==> config.mk <==
export PLATFORM = sky130hd
export DESIGN_NAME = seven_segment_scan_decoder_flat
export DESIGN_NICKNAME = d
export VERILOG_FILES = /design/src/rtl/seven_seg_pkg.sv /design/src/rtl/seven_segment_scan_decoder_if.sv /design/src/rtl/seg_pattern_decode.sv /design/src/rtl/seven_segment_scan_decoder.sv /design/src/flat_wrapper.sv
export SDC_FILE = /design/constraint.sdc
export NUM_CORES = 1
export LEC_CHECK = 0
export CAP_MARGIN = 10
export CORE_ASPECT_RATIO = 0.9
export CORE_MARGIN = 2
export CORE_UTILIZATION = 33
export CTS_CLUSTER_DIAMETER = 120
export DETAILED_ROUTE_END_ITERATION = 6
export GPL_ROUTABILITY_DRIVEN = 0
export PLACE_DENSITY = 0.62
export REMOVE_ABC_BUFFERS = 1
export SYNTH_ARGS = -nofsm -noshare
export SYNTH_HDL_FRONTEND = slang
export SYNTH_HIERARCHICAL = 1
export SYNTH_SLANG_ARGS = --single-unit
==> constraint.sdc <==
create_clock -name CLK -period 2.6 [get_ports CLK]
set_input_delay 0.39 -clock CLK [delete_from_list [all_inputs] [get_ports CLK]]
set_output_delay 0.39 -clock CLK [all_outputs]
set_load 0.01 [all_outputs]
==> src/rtl/seven_seg_pkg.sv <==
// Shared 7-segment definitions for the hex encoder and the scan decoder.
// Segment vectors are active-low, bit0 = a .. bit6 = g, so a lit segment
// reads as 0 and an all-off digit reads as 7'h7F.
package seven_seg_pkg;

  typedef logic [6:0] seg_t;

  localparam seg_t SEG_HEX_0 = 7'h40;
  localparam seg_t SEG_HEX_1 = 7'h79;
  localparam seg_t SEG_HEX_2 = 7'h24;
  localparam seg_t SEG_HEX_3 = 7'h30;
  localparam seg_t SEG_HEX_4 = 7'h19;
  localparam seg_t SEG_HEX_5 = 7'h12;
  localparam seg_t SEG_HEX_6 = 7'h02;
  localparam seg_t SEG_HEX_7 = 7'h78;
  localparam seg_t SEG_HEX_8 = 7'h00;
  localparam seg_t SEG_HEX_9 = 7'h10;
  localparam seg_t SEG_HEX_A = 7'h08;
  localparam seg_t SEG_HEX_B = 7'h03;
  localparam seg_t SEG_HEX_C = 7'h46;
  localparam seg_t SEG_HEX_D = 7'h21;
  localparam seg_t SEG_HEX_E = 7'h06;
  localparam seg_t SEG_HEX_F = 7'h0E;

  localparam seg_t SEG_BLANK = 7'h7F;

endpackage

==> src/rtl/seven_segment_scan_decoder_if.sv <==
// Bus bundle between a multiplexed 7-segment display and the scan decoder.
// Optional macro SEVEN_SEG_DP_EN adds the decimal point line DP and the
// per-digit captured decimal point DP_OUT.
//   SEG[6:0]      active-low segment lines (display -> decoder)
//   AN[N-1:0]     active-low anode enables (display -> decoder)
//   ERR_CLR       clear sticky error flags (checker -> decoder)
//   DIGITS        decoded nibbles, digit i at [4i+3:4i] (decoder -> checker)
//   DIGIT_VALID   digit holds a legal hex value
//   BLANK         digit last seen all-off
//   FRAME_DONE    one-cycle pulse when every digit was captured
//   ERR_SEG/ERR_AN sticky error flags
// Signalling: there is no valid/ready handshake. The display side drives
// SEG/AN as free-running levels, and every decoder output is a registered
// level that the consumer may sample on any cycle; FRAME_DONE is the only
// pulse and is asserted for exactly one cycle per completed frame.
interface seven_segment_scan_decoder_if #(
  parameter int NUM_DIGITS = 4
);
  import seven_seg_pkg::*;

  seg_t                    SEG;
  logic [NUM_DIGITS-1:0]   AN;
  logic                    ERR_CLR;
  logic [4*NUM_DIGITS-1:0] DIGITS;
  logic [NUM_DIGITS-1:0]   DIGIT_VALID;
  logic [NUM_DIGITS-1:0]   BLANK;
  logic                    FRAME_DONE;
  logic                    ERR_SEG;
  logic                    ERR_AN;
`ifdef SEVEN_SEG_DP_EN
  logic                    DP;
  logic [NUM_DIGITS-1:0]   DP_OUT;

  modport master (output SEG, AN, ERR_CLR, DP,
                  input  DIGITS, DIGIT_VALID, BLANK, FRAME_DONE, ERR_SEG, ERR_AN, DP_OUT);
  modport slave  (input  SEG, AN, ERR_CLR, DP,
                  output DIGITS, DIGIT_VALID, BLANK, FRAME_DONE, ERR_SEG, ERR_AN, DP_OUT);
`else
  modport master (output SEG, AN, ERR_CLR,
                  input  DIGITS, DIGIT_VALID, BLANK, FRAME_DONE, ERR_SEG, ERR_AN);
  modport slave  (input  SEG, AN, ERR_CLR,
                  output DIGITS, DIGIT_VALID, BLANK, FRAME_DONE, ERR_SEG, ERR_AN);
`endif

endinterface

==> src/rtl/seg_pattern_decode.sv <==
// Inverse of the hex-to-segment encoder, purely combinational.
//   seg       active-low segment vector
//   is_hex    seg is one of the 16 hex glyphs
//   is_blank  seg is all segments off
//   nibble    hex value of the glyph (0 when not hex)
module seg_pattern_decode
  import seven_seg_pkg::*;
(
  input  seg_t       seg,
  output logic       is_hex,
  output logic       is_blank,
  output logic [3:0] nibble
);

  always_comb begin
    is_hex   = 1'b1;
    is_blank = 1'b0;
    nibble   = 4'h0;
    case (seg)
      SEG_HEX_0: nibble = 4'h0;
      SEG_HEX_1: nibble = 4'h1;
      SEG_HEX_2: nibble = 4'h2;
      SEG_HEX_3: nibble = 4'h3;
      SEG_HEX_4: nibble = 4'h4;
      SEG_HEX_5: nibble = 4'h5;
      SEG_HEX_6: nibble = 4'h6;
      SEG_HEX_7: nibble = 4'h7;
      SEG_HEX_8: nibble = 4'h8;
      SEG_HEX_9: nibble = 4'h9;
      SEG_HEX_A: nibble = 4'hA;
      SEG_HEX_B: nibble = 4'hB;
      SEG_HEX_C: nibble = 4'hC;
      SEG_HEX_D: nibble = 4'hD;
      SEG_HEX_E: nibble = 4'hE;
      SEG_HEX_F: nibble = 4'hF;
      SEG_BLANK: begin
        is_hex   = 1'b0;
        is_blank = 1'b1;
      end
      default:   is_hex = 1'b0;
    endcase
  end

endmodule

==> src/rtl/seven_segment_scan_decoder.sv <==
// Snoops a time-multiplexed active-low 7-segment bus and rebuilds the hex
// value shown on each digit. SEG/AN are double-synchronized; a digit is
// captured once per window in which the synchronized bus holds still for
// STABLE_CYCLES cycles, landing on the outputs STABLE_CYCLES+2 edges after
// the bus changed.
// Optional macro SEVEN_SEG_DP_EN: adds DP input and DP_OUT per digit.
//   CLK    system clock, rising edge
//   RST_N  asynchronous active-low reset
//   bus    slave side of seven_segment_scan_decoder_if
module seven_segment_scan_decoder
  import seven_seg_pkg::*;
#(
  parameter int NUM_DIGITS    = 4,
  parameter int STABLE_CYCLES = 4
) (
  input  logic CLK,
  input  logic RST_N,
  seven_segment_scan_decoder_if.slave bus
);

`ifdef SEVEN_SEG_DP_EN
  localparam int BW = NUM_DIGITS + 8;
`else
  localparam int BW = NUM_DIGITS + 7;
`endif
  localparam logic [7:0] CNT_MAX = 8'(STABLE_CYCLES);
  // Capture is registered on the edge where the counter becomes
  // STABLE_CYCLES-1, i.e. while it still reads STABLE_CYCLES-2.
  localparam logic [7:0] CNT_CAP = 8'(STABLE_CYCLES - 2);

  logic [BW-1:0] bus_raw, sync_1, sync_2, sync_prev;
  logic [7:0]    stable_cnt;

`ifdef SEVEN_SEG_DP_EN
  assign bus_raw = {bus.DP, bus.AN, bus.SEG};
`else
  assign bus_raw = {bus.AN, bus.SEG};
`endif

  // The idle bus (all anodes off, all segments off, DP off) is all ones, so
  // clearing the pipeline to ones makes reset look like an ordinary idle
  // bus instead of a burst of "every anode low" that would flag ERR_AN.
  always_ff @(posedge CLK or negedge RST_N) begin
    if (!RST_N) begin
      sync_1     <= '1;
      sync_2     <= '1;
      sync_prev  <= '1;
      stable_cnt <= '0;
    end else begin
      sync_1    <= bus_raw;
      sync_2    <= sync_1;
      sync_prev <= sync_2;
      if (sync_2 != sync_prev)
        stable_cnt <= '0;
      else if (stable_cnt < CNT_MAX)
        stable_cnt <= stable_cnt + 8'd1;
    end
  end

  seg_t                  seg_s;
  logic [NUM_DIGITS-1:0] an_low;
  logic                  capture, single_an, multi_an;
  logic                  is_hex, is_blank;
  logic [3:0]            nibble;

  assign seg_s     = sync_2[6:0];
  assign an_low    = ~sync_2[NUM_DIGITS+6:7];
  assign capture   = (sync_2 == sync_prev) && (stable_cnt == CNT_CAP);
  assign single_an = $onehot(an_low);
  assign multi_an  = (an_low != '0) && !single_an;

  seg_pattern_decode u_decode (
    .seg      (seg_s),
    .is_hex   (is_hex),
    .is_blank (is_blank),
    .nibble   (nibble)
  );

  logic [4*NUM_DIGITS-1:0] digits_q, digits_n;
  logic [NUM_DIGITS-1:0]   valid_q, valid_n, blank_q, blank_n;
  logic [NUM_DIGITS-1:0]   seen_q, seen_n, seen_set;
  logic                    frame_q, frame_n;
  logic                    err_seg_q, err_seg_n, err_an_q, err_an_n;
`ifdef SEVEN_SEG_DP_EN
  logic [NUM_DIGITS-1:0]   dp_q, dp_n;
`endif

  always_comb begin
    digits_n  = digits_q;
    valid_n   = valid_q;
    blank_n   = blank_q;
    seen_n    = seen_q;
    seen_set  = seen_q | an_low;
    frame_n   = 1'b0;
    // A new error on the same cycle as ERR_CLR overrides the clear below.
    err_seg_n = err_seg_q & ~bus.ERR_CLR;
    err_an_n  = err_an_q & ~bus.ERR_CLR;
`ifdef SEVEN_SEG_DP_EN
    dp_n      = dp_q;
`endif
    if (capture && single_an) begin
      for (int i = 0; i < NUM_DIGITS; i++)
        if (an_low[i] && is_hex) digits_n[4*i +: 4] = nibble;
      valid_n = (valid_q & ~an_low) | ({NUM_DIGITS{is_hex}} & an_low);
      blank_n = (blank_q & ~an_low) | ({NUM_DIGITS{is_blank}} & an_low);
`ifdef SEVEN_SEG_DP_EN
      dp_n    = (dp_q & ~an_low) | ({NUM_DIGITS{~sync_2[BW-1]}} & an_low);
`endif
      if (!is_hex && !is_blank) err_seg_n = 1'b1;
      // Completing capture starts the next frame's mask.
      if (&seen_set) begin
        frame_n = 1'b1;
        seen_n  = an_low;
      end else begin
        seen_n  = seen_set;
      end
    end
    if (capture && multi_an) err_an_n = 1'b1;
  end

  always_ff @(posedge CLK or negedge RST_N) begin
    if (!RST_N) begin
      digits_q  <= '0;
      valid_q   <= '0;
      blank_q   <= '0;
      seen_q    <= '0;
      frame_q   <= 1'b0;
      err_seg_q <= 1'b0;
      err_an_q  <= 1'b0;
`ifdef SEVEN_SEG_DP_EN
      dp_q      <= '0;
`endif
    end else begin
      digits_q  <= digits_n;
      valid_q   <= valid_n;
      blank_q   <= blank_n;
      seen_q    <= seen_n;
      frame_q   <= frame_n;
      err_seg_q <= err_seg_n;
      err_an_q  <= err_an_n;
`ifdef SEVEN_SEG_DP_EN
      dp_q      <= dp_n;
`endif
    end
  end

  assign bus.DIGITS      = digits_q;
  assign bus.DIGIT_VALID = valid_q;
  assign bus.BLANK       = blank_q;
  assign bus.FRAME_DONE  = frame_q;
  assign bus.ERR_SEG     = err_seg_q;
  assign bus.ERR_AN      = err_an_q;
`ifdef SEVEN_SEG_DP_EN
  assign bus.DP_OUT      = dp_q;
`endif

endmodule

==> src/flat_wrapper.sv <==
// flat-port wrapper written by rule: the top's interface ports become plain ports
module seven_segment_scan_decoder_flat import seven_seg_pkg::*;
#(
  parameter int NUM_DIGITS    = 4,
  parameter int STABLE_CYCLES = 4
)
  (CLK, RST_N, bus_SEG, bus_AN, bus_ERR_CLR, bus_DIGITS, bus_DIGIT_VALID, bus_BLANK, bus_FRAME_DONE, bus_ERR_SEG, bus_ERR_AN);
  seven_segment_scan_decoder_if #(.NUM_DIGITS(NUM_DIGITS)) bus_i ();
  input  logic CLK;
  input  logic RST_N;
  input wire logic [$bits(bus_i.SEG)-1:0] bus_SEG;
  input wire logic [$bits(bus_i.AN)-1:0] bus_AN;
  input wire logic [$bits(bus_i.ERR_CLR)-1:0] bus_ERR_CLR;
  output wire logic [$bits(bus_i.DIGITS)-1:0] bus_DIGITS;
  output wire logic [$bits(bus_i.DIGIT_VALID)-1:0] bus_DIGIT_VALID;
  output wire logic [$bits(bus_i.BLANK)-1:0] bus_BLANK;
  output wire logic [$bits(bus_i.FRAME_DONE)-1:0] bus_FRAME_DONE;
  output wire logic [$bits(bus_i.ERR_SEG)-1:0] bus_ERR_SEG;
  output wire logic [$bits(bus_i.ERR_AN)-1:0] bus_ERR_AN;
  assign bus_i.SEG = bus_SEG;
  assign bus_i.AN = bus_AN;
  assign bus_i.ERR_CLR = bus_ERR_CLR;
  assign bus_DIGITS = bus_i.DIGITS;
  assign bus_DIGIT_VALID = bus_i.DIGIT_VALID;
  assign bus_BLANK = bus_i.BLANK;
  assign bus_FRAME_DONE = bus_i.FRAME_DONE;
  assign bus_ERR_SEG = bus_i.ERR_SEG;
  assign bus_ERR_AN = bus_i.ERR_AN;
  seven_segment_scan_decoder #(.NUM_DIGITS(NUM_DIGITS), .STABLE_CYCLES(STABLE_CYCLES)) u_core (.CLK(CLK), .RST_N(RST_N), .bus(bus_i));
endmodule
Word-level counts from Yosys, hierarchy flattened
Index checks and enable logic that the tools add are counted.
{"block": "op_classes", "add_sub_neg": 4, "magnitude_cmp": 1, "eq_ne": 20, "mux": 11, "bitwise_logic": 12, "reduce_logical": 21}
{"cell": "one-hot mux 4 bit (15 select lines)", "count": 1}
{"cell": "equality test 7 bit (second input constant)", "count": 5}
{"cell": "equality test 7 x 5 -> 1 bit (second input constant)", "count": 3}
{"cell": "equality test 7 x 6 -> 1 bit (second input constant)", "count": 3}
{"cell": "AND 4 bit", "count": 4}
{"cell": "2-to-1 mux 8 bit", "count": 2}
{"cell": "OR reduction 16 bit", "count": 1}
{"cell": "equality test 7 x 2 -> 1 bit (second input constant)", "count": 2}
{"cell": "equality test 7 x 4 -> 1 bit (second input constant)", "count": 2}
{"cell": "OR 4 bit", "count": 3}
{"cell": "equality test 11 bit", "count": 1}
{"cell": "!= test 11 bit", "count": 1}
{"cell": "logical AND 1 bit", "count": 9}
{"cell": "adder 8 x 1 -> 8 bit (second input constant)", "count": 1}
{"cell": "equality test 8 x 2 -> 1 bit (second input constant)", "count": 1}
{"cell": "less-than comparator 8 x 3 -> 1 bit (second input constant)", "count": 1}
{"cell": "inverter 4 bit", "count": 2}
{"cell": "AND reduction 2 bit", "count": 4}
{"cell": "equality test 7 x 3 -> 1 bit (second input constant)", "count": 1}
{"cell": "zero test 7 bit", "count": 1}
{"cell": "2-to-1 mux 1 bit", "count": 7}
{"cell": "adder 1 x 1 -> 2 bit", "count": 2}
{"cell": "2-to-1 mux 4 bit", "count": 1}
{"cell": "AND reduction 4 bit", "count": 1}
{"cell": "7 further kinds", "count": 10}
{"block": "word_totals", "regBits": 72, "inputBits": 14}

Depth between registers and ports, before layout
Gate-level depths: netlist (run 1).
{"block": "logic_depth", "word_depth": 8, "depth_mapped": 9}

Hierarchy
Netlist (run 1), hierarchy kept.
{"module": "seven_segment_scan_decoder", "instances": 1, "cells_per_inst": 180, "area_per_inst_um2": 2697.6, "seq_area_each_um2": 1843.0}
{"module": "seg_pattern_decode", "instances": 1, "cells_per_inst": 56, "area_per_inst_um2": 339.1, "seq_area_each_um2": 0.0}

Worst setup path after synthesis (run 1)
Ideal clock, no wire load.
{"block": "synth_path", "kind": "register to register", "from": "register u_core.sync_2[8]", "to": "register u_core.digits_q[0], in the netlist u_core/bus.DIGITS[0]", "setup_time_ns": 0.125, "arrival_time_ns": 2.731, "t_required_ns": 2.475, "slack_ns": -0.256, "stages_incl_launch_ff": 10, "n_path_buf": 1, "period_less_slack_ns": 2.856, "cell_sequence": "dfstp_2 > fa_1 > inv_1 > ha_1 > ha_1 > nor3b_1 > nand3_1 > or4_1 > buf_2 > mux2_4"}
{"block": "synth_between", "elab_chain_len": 6, "word_cells_on_any_way": 8, "cone_classes": "add/sub: 2; eq/ne: 2; bitwise: 1; reduce/logical: 3"}
{"item": "from (decl)", "line": "seven_segment_scan_decoder.sv:31", "rtl": "logic [BW-1:0] bus_raw, sync_1, sync_2, sync_prev;"}
{"item": "from (signal assigned)", "line": "seven_segment_scan_decoder.sv:51", "rtl": "sync_2 <= sync_1;"}
{"item": "inverter 4 bit", "line": "seven_segment_scan_decoder.sv:67", "rtl": "assign an_low = ~sync_2[NUM_DIGITS+6:7];"}
{"item": "adder 1 x 1 -> 2 bit (implied by the code)", "line": "seven_segment_scan_decoder.sv:69", "rtl": "assign single_an = $onehot(an_low);"}
{"item": "adder 3 bit (implied by the code)", "line": "seven_segment_scan_decoder.sv:69"}
{"item": "equality test 3 x 1 -> 1 bit", "line": "seven_segment_scan_decoder.sv:69"}
{"item": "logical AND 1 bit *", "line": "seven_segment_scan_decoder.sv:101", "rtl": "if (capture && single_an) begin"}
{"item": "AND reduction 2 bit (no source line) *"}
{"item": "to (signal assigned)", "line": "seven_segment_scan_decoder.sv:134", "rtl": "digits_q <= digits_n;"}
{"item": "to (decl)", "line": "seven_segment_scan_decoder.sv:79", "rtl": "logic [4*NUM_DIGITS-1:0] digits_q, digits_n;"}
Mark *: on every way between the ends. The rest lies on a longest branch, timed or not.
A chain may end at the register's enable or synchronous reset.

Final worst setup path (run 1)
{"block": "layout_path", "from": "register u_core.sync_2[1]", "to": "register u_core.digits_q[11], in the netlist u_core/bus.DIGITS[11]"}
{"block": "layout_between", "elab_chain_len": 5, "word_cells_on_any_way": 24, "cone_classes": "eq/ne: 16; mux: 2; reduce/logical: 6"}
{"item": "equality test 7 x 4 -> 1 bit, or another cell as far along", "line": "seg_pattern_decode.sv:19", "rtl": "case (seg)"}
{"item": "OR reduction 16 bit (no source line) *"}
{"item": "2-to-1 mux 1 bit *", "line": "seg_pattern_decode.sv:19"}
{"item": "named net u_core.is_hex", "line": "seven_segment_scan_decoder.sv:63", "rtl": "logic is_hex, is_blank;"}
{"item": "logical AND 1 bit *", "line": "seven_segment_scan_decoder.sv:103", "rtl": "if (an_low[i] && is_hex) digits_n[4*i +: 4] = nibble;"}
{"item": "AND reduction 2 bit (no source line) *"}
Mark *: on every way through the listed nets, which the timed path passes. The rest lies on a longest branch.

==> results of run 1 <==
[Yosys cell counts (2+ instances only)]
| cell | instances |
|---|---|
| dfrtp_1 | 39 |
| dfstp_2 | 33 |
| inv_1 | 20 |
| nor2_1 | 19 |
| mux2_4 | 16 |
| xor2_1 | 11 |
| clkbuf_1 | 8 |
| nor3_1 | 8 |
| buf_2 | 5 |
| ha_1 | 5 |
| o21ai_0 | 5 |
| a21o_1 | 4 |
| and3_1 | 4 |
| mux2_2 | 4 |
| nand3_1 | 4 |
| or4_1 | 4 |
| a21oi_1 | 3 |
| nand4_1 | 3 |
| a221oi_1 | 2 |
| a31oi_1 | 2 |
| nand2_1 | 2 |
| nand2b_1 | 2 |
| nand3b_1 | 2 |
| nor2b_1 | 2 |
| nor4_2 | 2 |
| o22ai_1 | 2 |
| o41ai_1 | 2 |
| or3_1 | 2 |
| or4b_1 | 2 |
[logic make-up after synthesis]
kind of cell | after synthesis | share of synthesized area
XOR/XNOR | 12 | 0.0346
buffers and inverters | 33 | 0.0428
adder cells (fa/ha/maj) | 6 | 0.0272
AO/OA/AOI/OAI | 31 | 0.0742
flip-flops | 72 | 0.607
AND/OR/NAND/NOR | 62 | 0.120
multiplexers | 20 | 0.0939
[routing by layer]
metal,track usage,vias to the layer above
li1,-,975
met1,0.194,1032
met2,0.193,53
met3,0.0324,9
met4,0.0578,0
met5,0,-
[how the worst max path moves through the flow]
| stage | cells after the start | start | endpoint | slack [ns] |
|---|---|---|---|---|
| finish | 7 | u_core/sync_2[1] | u_core/bus.DIGITS[11] | -0.16 |
| floorplan | 8 | u_core/sync_2[8] | u_core/bus.DIGITS[10] | -0.28 |
| global placement | 8 | u_core/sync_2[7] | u_core/bus.DIGITS[2] | -0.35 |
| detailed placement | 8 | u_core/sync_2[7] | u_core/bus.DIGITS[11] | -0.41 |
| global route | 8 | u_core/sync_2[7] | u_core/bus.DIGITS[2] | -0.24 |
| CTS | 8 | u_core/sync_2[0] | u_core/bus.DIGITS[15] | -0.24 |
[per-stage QoR]
| stage | setup TNS [ns] | util |
|---|---|---|
| finish | -2.54 | 0.461 |
| floorplan | -4.66 | - |
| detailed placement | -7.98 | 0.418 |
| CTS | -3.52 | 0.453 |
| global route | -4.27 | 0.461 |
| global placement | -6.67 | 0.418 |
[repair_timing]
| item | in CTS | in global routing |
|---|---|---|
| gates resized for setup | 23 | 12 |
| setup endpoints to repair | 28 | 29 |
| hold endpoints to repair | 0 | 0 |
| buffers inserted | 2 | 5 |
| pin swaps | 9 | 8 |
[cell type report]
cell class	instances	share of cell area
Clock buffer	10	0.0306
Clock inverter	6	0.0162
Inverter	20	0.0180
Multi-Input combinational cell	131	0.290
Sequential cell	72	0.442
Tap cell	122	0.0366
Timing Repair Buffer	77	0.166
[power breakdown]
part	total [uW]	internal [uW]	switching, uW
Combinational	185	88.8	96.4
Sequential	1180	1170	17.2
Clock	871	448	423
==> impl_metrics.csv, run 1 <==
group,metric,value,unit
synth,synth-seq-cells,72,
synth,synth_top_cells_by_area,"dfrtp_1 (32%), dfstp_2 (29%), mux2_4 (7.9%)",
global_routing,grt_start_max_net_pins,42,
setup_path,cp_slowest_cell,"or4_4",
synth,ys_seq_area_frac,0.607,
cts,cts_buffer_depth,2,
setup_path,required,2.83,ns
cts,numCtsBuffers,9,
setup_path,crit_path_cell_trace,"or4bb_1 > a311o_1 > a31o_1 > o311ai_2 > inv_2 > or4_4 > mux2_4",
setup_path,worst_r2r_path_depth,7,
sta,fin_worst_skew,0.00774,ns
cts,cts_tree,"built",
sta,fin_crit,2.76,ns
sta,finalSetupViolations,17,
setup_path,crit_path_start_kind,"flip-flop",
layout,post-route-cell-area,4170,sq um
sta,fin_ws,-0.160,ns
placed_design,port-buffer-count,40,
synth,yosysWarnings,6,
global_routing,grt_use_total,0.135,
layout,multiInputGateArea,1210,sq um
setup_path,crit_type,"flip-flop to flip-flop",
power_and_ir_drop,vdd_ir_drop_max,252,uV
die,fp.coreArea,9040,sq um
layout,fill_cells,798,
global_routing,grt_pass1_vias,2049,
route,firstDrtPassIters,4,
setup_path,worstPathArrival,2.99,ns
cts,htree_levels,3,
die,die_w,105,um
setup_path,regToRegStartpoint,"u_core/sync_2[1]",
sta,final_max_slew_viol_count,0,
layout,layout_common_cells,"clkdlybuf4s50_1 (39), dfrtp_1 (39), buf_4 (34), dfstp_2 (33), nor2_1 (19)",
route,wl_met1,3270,um
layout,final-seq-area,1840,sq um
route,drcViolationCount,0,
sta,relSlewSlack,0.529,
placed_design,post-place-ws,-0.409,ns
setup_path,worstPathMaxFanout,5,
min_path,hp-class,"input pin to async pin",
setup_path,rrSetupSlack,-0.16,ns
die,fp.dieArea,9990,sq um
route,wl,6430,um
synth,avgSynthCellArea,12.9,sq um
outcome,outcome,"finished, violations left",
sta,worst_pin_slew,0.706,ns
power_and_ir_drop,total_power,2240,uW
run,cap_violations,0,
layout,synthToLayoutAreaGrowth,37.2,%
sta,rsz0062_at_grt,"yes",
sta,timing_hold_violations_final,0,
die,die_height,95.0,um
cts,clkLatencyLatePin,0.34,ns
route,wl_met2,2810,um
route,wl_per_cell,14.7,um
die,num_rows,33,
route,top_layer,"met4",
layout,antennaDiodeCount,0,
synth,synth_cell_types,48,
global_routing,grt_pass1_wl,10300,um
cts,hold_buffers,0,
sta,timing.fmax,362,MHz
placed_design,hpwl,4330,um
global_routing,antenna_found_initial,0,
synth,netlist_instances,236,
synth,yosys.area.top_type,"dfrtp_1",
setup_path,critical_path_buf_inv_count,1,
synth,synth-async-reset-ratio,1.00,
route,viasPerCell,4.72,
setup_path,end_kind,"flip-flop",
global_routing,grt_overflow,0,
cts,clockRootBuffer,"clkbuf_8",
setup_path,cpLargestDelayFamily,"simple AND/OR/NAND/NOR gates",
synth,synth_ff_type,"dfrtp_1",
layout,fin_cells,438,
sta,hold_ws,0.0911,ns
setup_path,worst_r2r_endpoint,"u_core/bus.DIGITS[11]",
cts,clk_pin_slew,0.08,ns
route,vias,2069,
route,met3WireLength,249,um
power_and_ir_drop,power.density,538,nW/um^2
synth,synth_top_area_frac,0.321,
layout,drive_gt1_frac,0.411,
sta,timing.final.crit_share,1.06,
die,start_util,0.336,
cts,clock-sinks,72,
setup_path,cp_slowest_stage_delay,0.59,ns
outcome,violations,"setup timing",
layout,nets,331,
route,postRouteAntennaNets,0,
synth,synth_edf_count,0,
die,io_pins,41,
placed_design,dpl_cell_area,3780,sq um
synth,synthesis.area,3040,sq um
placed_design,placed_cells,417,
route,dr.first_iter.drc_count,104,
power_and_ir_drop,p_leak,0.00185,uW
Power figures use the tool's default switching activity.
==> inputs of run 2 (changes only) <==
- PLACE_DENSITY: 0.62 -> 0.6
- SYNTH_HIERARCHICAL: 1 -> not set
- clock period: 2.6 -> 3.1 ns (I/O delays scaled with it)
==> run 2 against run 1 <==
  * The flow now finishes without violations
  * Critical path depth rose by 2
  * Maximum frequency fell by 9.0%
  * Core utilization fell by 1.9 points
  * First-iteration DRC count rose by 40%
  * Clock-buffer cell count rose by 2
  * Combinational power fell by 28%
  * Clock power fell by 30%
  * Non-clock buffer count fell by 12
  * Area after synthesis rose by 2.8%
  * Die area rose by 2.7%
  * Sequential share of layout area rose by 1.3 points
  * Highest routed layer unchanged
==> impl_metrics.csv, run 2 <==
group,metric,value,unit
synth,synth_ff_type,"dfrtp_1",
power_and_ir_drop,p_sw_frac,0.241,
placed_design,placed_cells,420,
route,postRouteAntennaNets,0,
setup_path,cp_slowest_cell,"dfstp_2",
synth,yosysMostFrequentCell,"dfrtp_1",
power_and_ir_drop,pwr-share-seq,0.575,
placed_design,hpwl,4190,um
cts,clkLatencyLatePin,0.34,ns
cts,post_cts_buffers,0,
route,firstDrtPassIters,4,
placed_design,dpl_cell_area,3800,sq um
die,die_height,96.3,um
layout,fill_cells,871,
global_routing,antenna_found_initial,0,
setup_path,worst_r2r_path_depth,9,
synth,synth-async-reset-ratio,1.00,
route,drcViolationCount,0,
synth,synth-seq-cells,72,
setup_path,worstPathArrival,3.25,ns
synth,synth_top_cells_by_area,"dfrtp_1 (31%), dfstp_2 (28%), mux2_2 (5.8%)",
sta,worst_pin_slew,1.10,ns
setup_path,crit_path_cell_trace,"inv_2 > ha_1 > ha_2 > fa_1 > or3b_4 > nor3b_2 > nand2_1 > a211oi_4 > mux2_4",
cts,clock-sinks,72,
global_routing,grt_pass1_wl,10400,um
synth,synthesis.area,3120,sq um
power_and_ir_drop,p_int,1320,uW
cts,htree_levels,3,
cts,clockRootBuffer,"clkbuf_8",
cts,hold_buffers,0,
power_and_ir_drop,vdd_ir_drop_max,188,uV
global_routing,grt_pass1_vias,2080,
setup_path,regToRegStartpoint,"u_core.sync_2[8]",
sta,fin_worst_skew,0.00844,ns
synth,synthTopCellsByCount,"dfrtp_1 (39), dfstp_2 (33), mux2_2 (16), inv_1 (15), nand2_1 (12)",
layout,synthToLayoutAreaGrowth,29.6,%
setup_path,crit_type,"flip-flop to flip-flop",
layout,nets,331,
layout,layout_common_cells,"dfrtp_1 (39), clkdlybuf4s50_1 (39), dfstp_2 (33), buf_4 (25), inv_1 (13)",
setup_path,worstPathMaxFanout,5,
die,start_util,0.341,
power_and_ir_drop,total_power,1750,uW
global_routing,grt_use_total,0.132,
die,num_rows,33,
sta,timing.final.crit_share,0.978,
synth,synth_edf_count,0,
route,wl_per_cell,14.3,um
synth,yosysWarnings,0,
synth,synth_cell_types,48,
layout,drive_gt1_frac,0.357,
synth,yosys.area.top_type,"dfrtp_1",
power_and_ir_drop,clock_power_share,0.349,
placed_design,port-buffer-count,40,
setup_path,cp.depth,9,
die,io_pins,41,
layout,fin_cells,436,
run,cap_violations,0,
power_and_ir_drop,combPwrFrac,0.076,
sta,final_max_slew_viol_count,0,
die,fp.coreArea,9170,sq um
global_routing,grt_overflow,0,
outcome,outcome,"finished, final reports clean",
synth,ys_seq_area_frac,0.590,
min_path,hp-class,"input pin to async pin",
sta,fin_crit,3.03,ns
die,fp.dieArea,10300,sq um
setup_path,rrSetupSlack,0.07,ns
route,vias,2085,
setup_path,required,3.32,ns
sta,finalSetupViolations,0,
cts,cts_buffer_depth,2,
route,dr.first_iter.drc_count,146,
sta,relSlewSlack,0.264,
sta,timing_hold_violations_final,0,
layout,antennaDiodeCount,0,
sta,setup_tns,0,ns
cts,numCtsBuffers,9,
power_and_ir_drop,p_sw,421,uW
cts,cts_tree,"built",
setup_path,worst_r2r_endpoint,"u_core.bus.DIGITS[6]",
route,viasPerCell,4.78,
power_and_ir_drop,p_leak,0.00172,uW
synth,synth_top_area_frac,0.313,
sta,timing.fmax,330,MHz
setup_path,end_kind,"flip-flop",
setup_path,critical_path_buf_inv_count,1,
power_and_ir_drop,power.density,431,nW/um^2
setup_path,cpLargestDelayFamily,"adder cells",
die,die_w,107,um
setup_path,crit_path_start_kind,"flip-flop",
route,wl,6230,um
setup_path,cp_slowest_stage_delay,0.54,ns
global_routing,grt_start_max_net_pins,73,
layout,post-route-cell-area,4050,sq um
cts,clk_pin_slew,0.07,ns
synth,avgSynthCellArea,12.8,sq um
synth,netlist_instances,244,
==> run 2: cell count changes after synthesis, moves of 5 or more <==
cell / change
inv_1: -5
mux2_2: +12
mux2_4: -16
o31ai_1: +8
nor2_1: -12
nand2_1: +10
==> run 2: layer usage <==
| metal | track usage | share of wire | vias up |
|---|---|---|---|
| li1 | - | - | 999 |
| met4 | 0.0552 | 0.018 | 0 |
| met3 | 0.0399 | 0.044 | 11 |
| met2 | 0.184 | 0.43 | 45 |
| met5 | 0 | 0 | - |
| met1 | 0.190 | 0.50 | 1030 |
==> run 2: how the worst max path moves through the flow <==
stage,from,endpoint
2_1_floorplan,u_core.sync_2[9],u_core.bus.DIGITS[10]
3_3_place_gp,u_core.sync_2[9],u_core.bus.DIGITS[15]
3_5_place_dp,u_core.sync_2[9],u_core.bus.DIGITS[6]
4_1_cts,u_core.sync_2[9],u_core.bus.DIGITS[6]
5_1_grt,u_core.sync_2[8],u_core.bus.DIGITS[11]
6_report,u_core.sync_2[8],u_core.bus.DIGITS[6]
==> run 2: timing repair <==
| item | 4_1_cts | 5_1_grt |
|---|---|---|
| resized for setup | 2 | 17 |
| gates cloned | 0 | 0 |
| pin swaps | 4 | 11 |
| setup endpoints to repair | 12 | 13 |
| hold endpoints to repair | 0 | 0 |
==> run 2: cells by family (layout without fill, tap and decap cells) <==
| kind of cell | after synthesis | after routing | share of synthesized area |
|---|---|---|---|
| DFF | 72 | 72 | 0.590 |
| adders and majority gates | 8 | 8 | 0.0345 |
| xor gates and xnor gates | 13 | 13 | 0.0365 |
| AOI/OAI and AO/OA | 41 | 41 | 0.104 |
| buffers and inverters | 26 | 96 | 0.0361 |
| and+or+nand+nor | 64 | 64 | 0.128 |
| muxes | 20 | 20 | 0.0705 |
==> run 2: layout make-up <==
cell class                 count  area [sq um]  share of cell area
tap                          122           153              0.0377
multi-input combinational    146          1250               0.310
clock buffer                  12           135              0.0334
sequential                    72          1840               0.455
clock inverter                 4          22.5             0.00557
inverter                      15          56.3              0.0139
timing repair buffer          65           583               0.144
==> run 2: power groups by stage <==
stage,logic [uW],clock network [uW],registers [uW]
2_1_floorplan,55.8,0,1020
3_3_place_gp,124,0,1020
3_5_place_dp,126,0,1020
4_1_cts,129,629,1000
5_1_grt,148,678,1010
6_report,133,609,1000
==> run 2: metrics by stage <==
stage          worst slack, ns  hold slack [ns]   util
2_1_floorplan          -0.0780            0.169      -
3_3_place_gp           -0.0569            0.346  0.415
5_1_grt                -0.0156            0.358  0.441
6_report                0.0673            0.315  0.441
3_5_place_dp            -0.102            0.347  0.415
4_1_cts                 0.0473            0.350  0.433
==> inputs of run 3 (changes only) <==
==> constraint.sdc (replaced) <==
create_clock -name CLK -period 3.1 [get_ports CLK]
set_input_delay 0.465 -clock CLK [delete_from_list [all_inputs] [get_ports CLK]]
set_output_delay 0.465 -clock CLK [all_outputs]
set_load 0.005 [all_outputs]
==> results of run 3 <==
Final layout, timing and power as in run 2 (identical DEF).
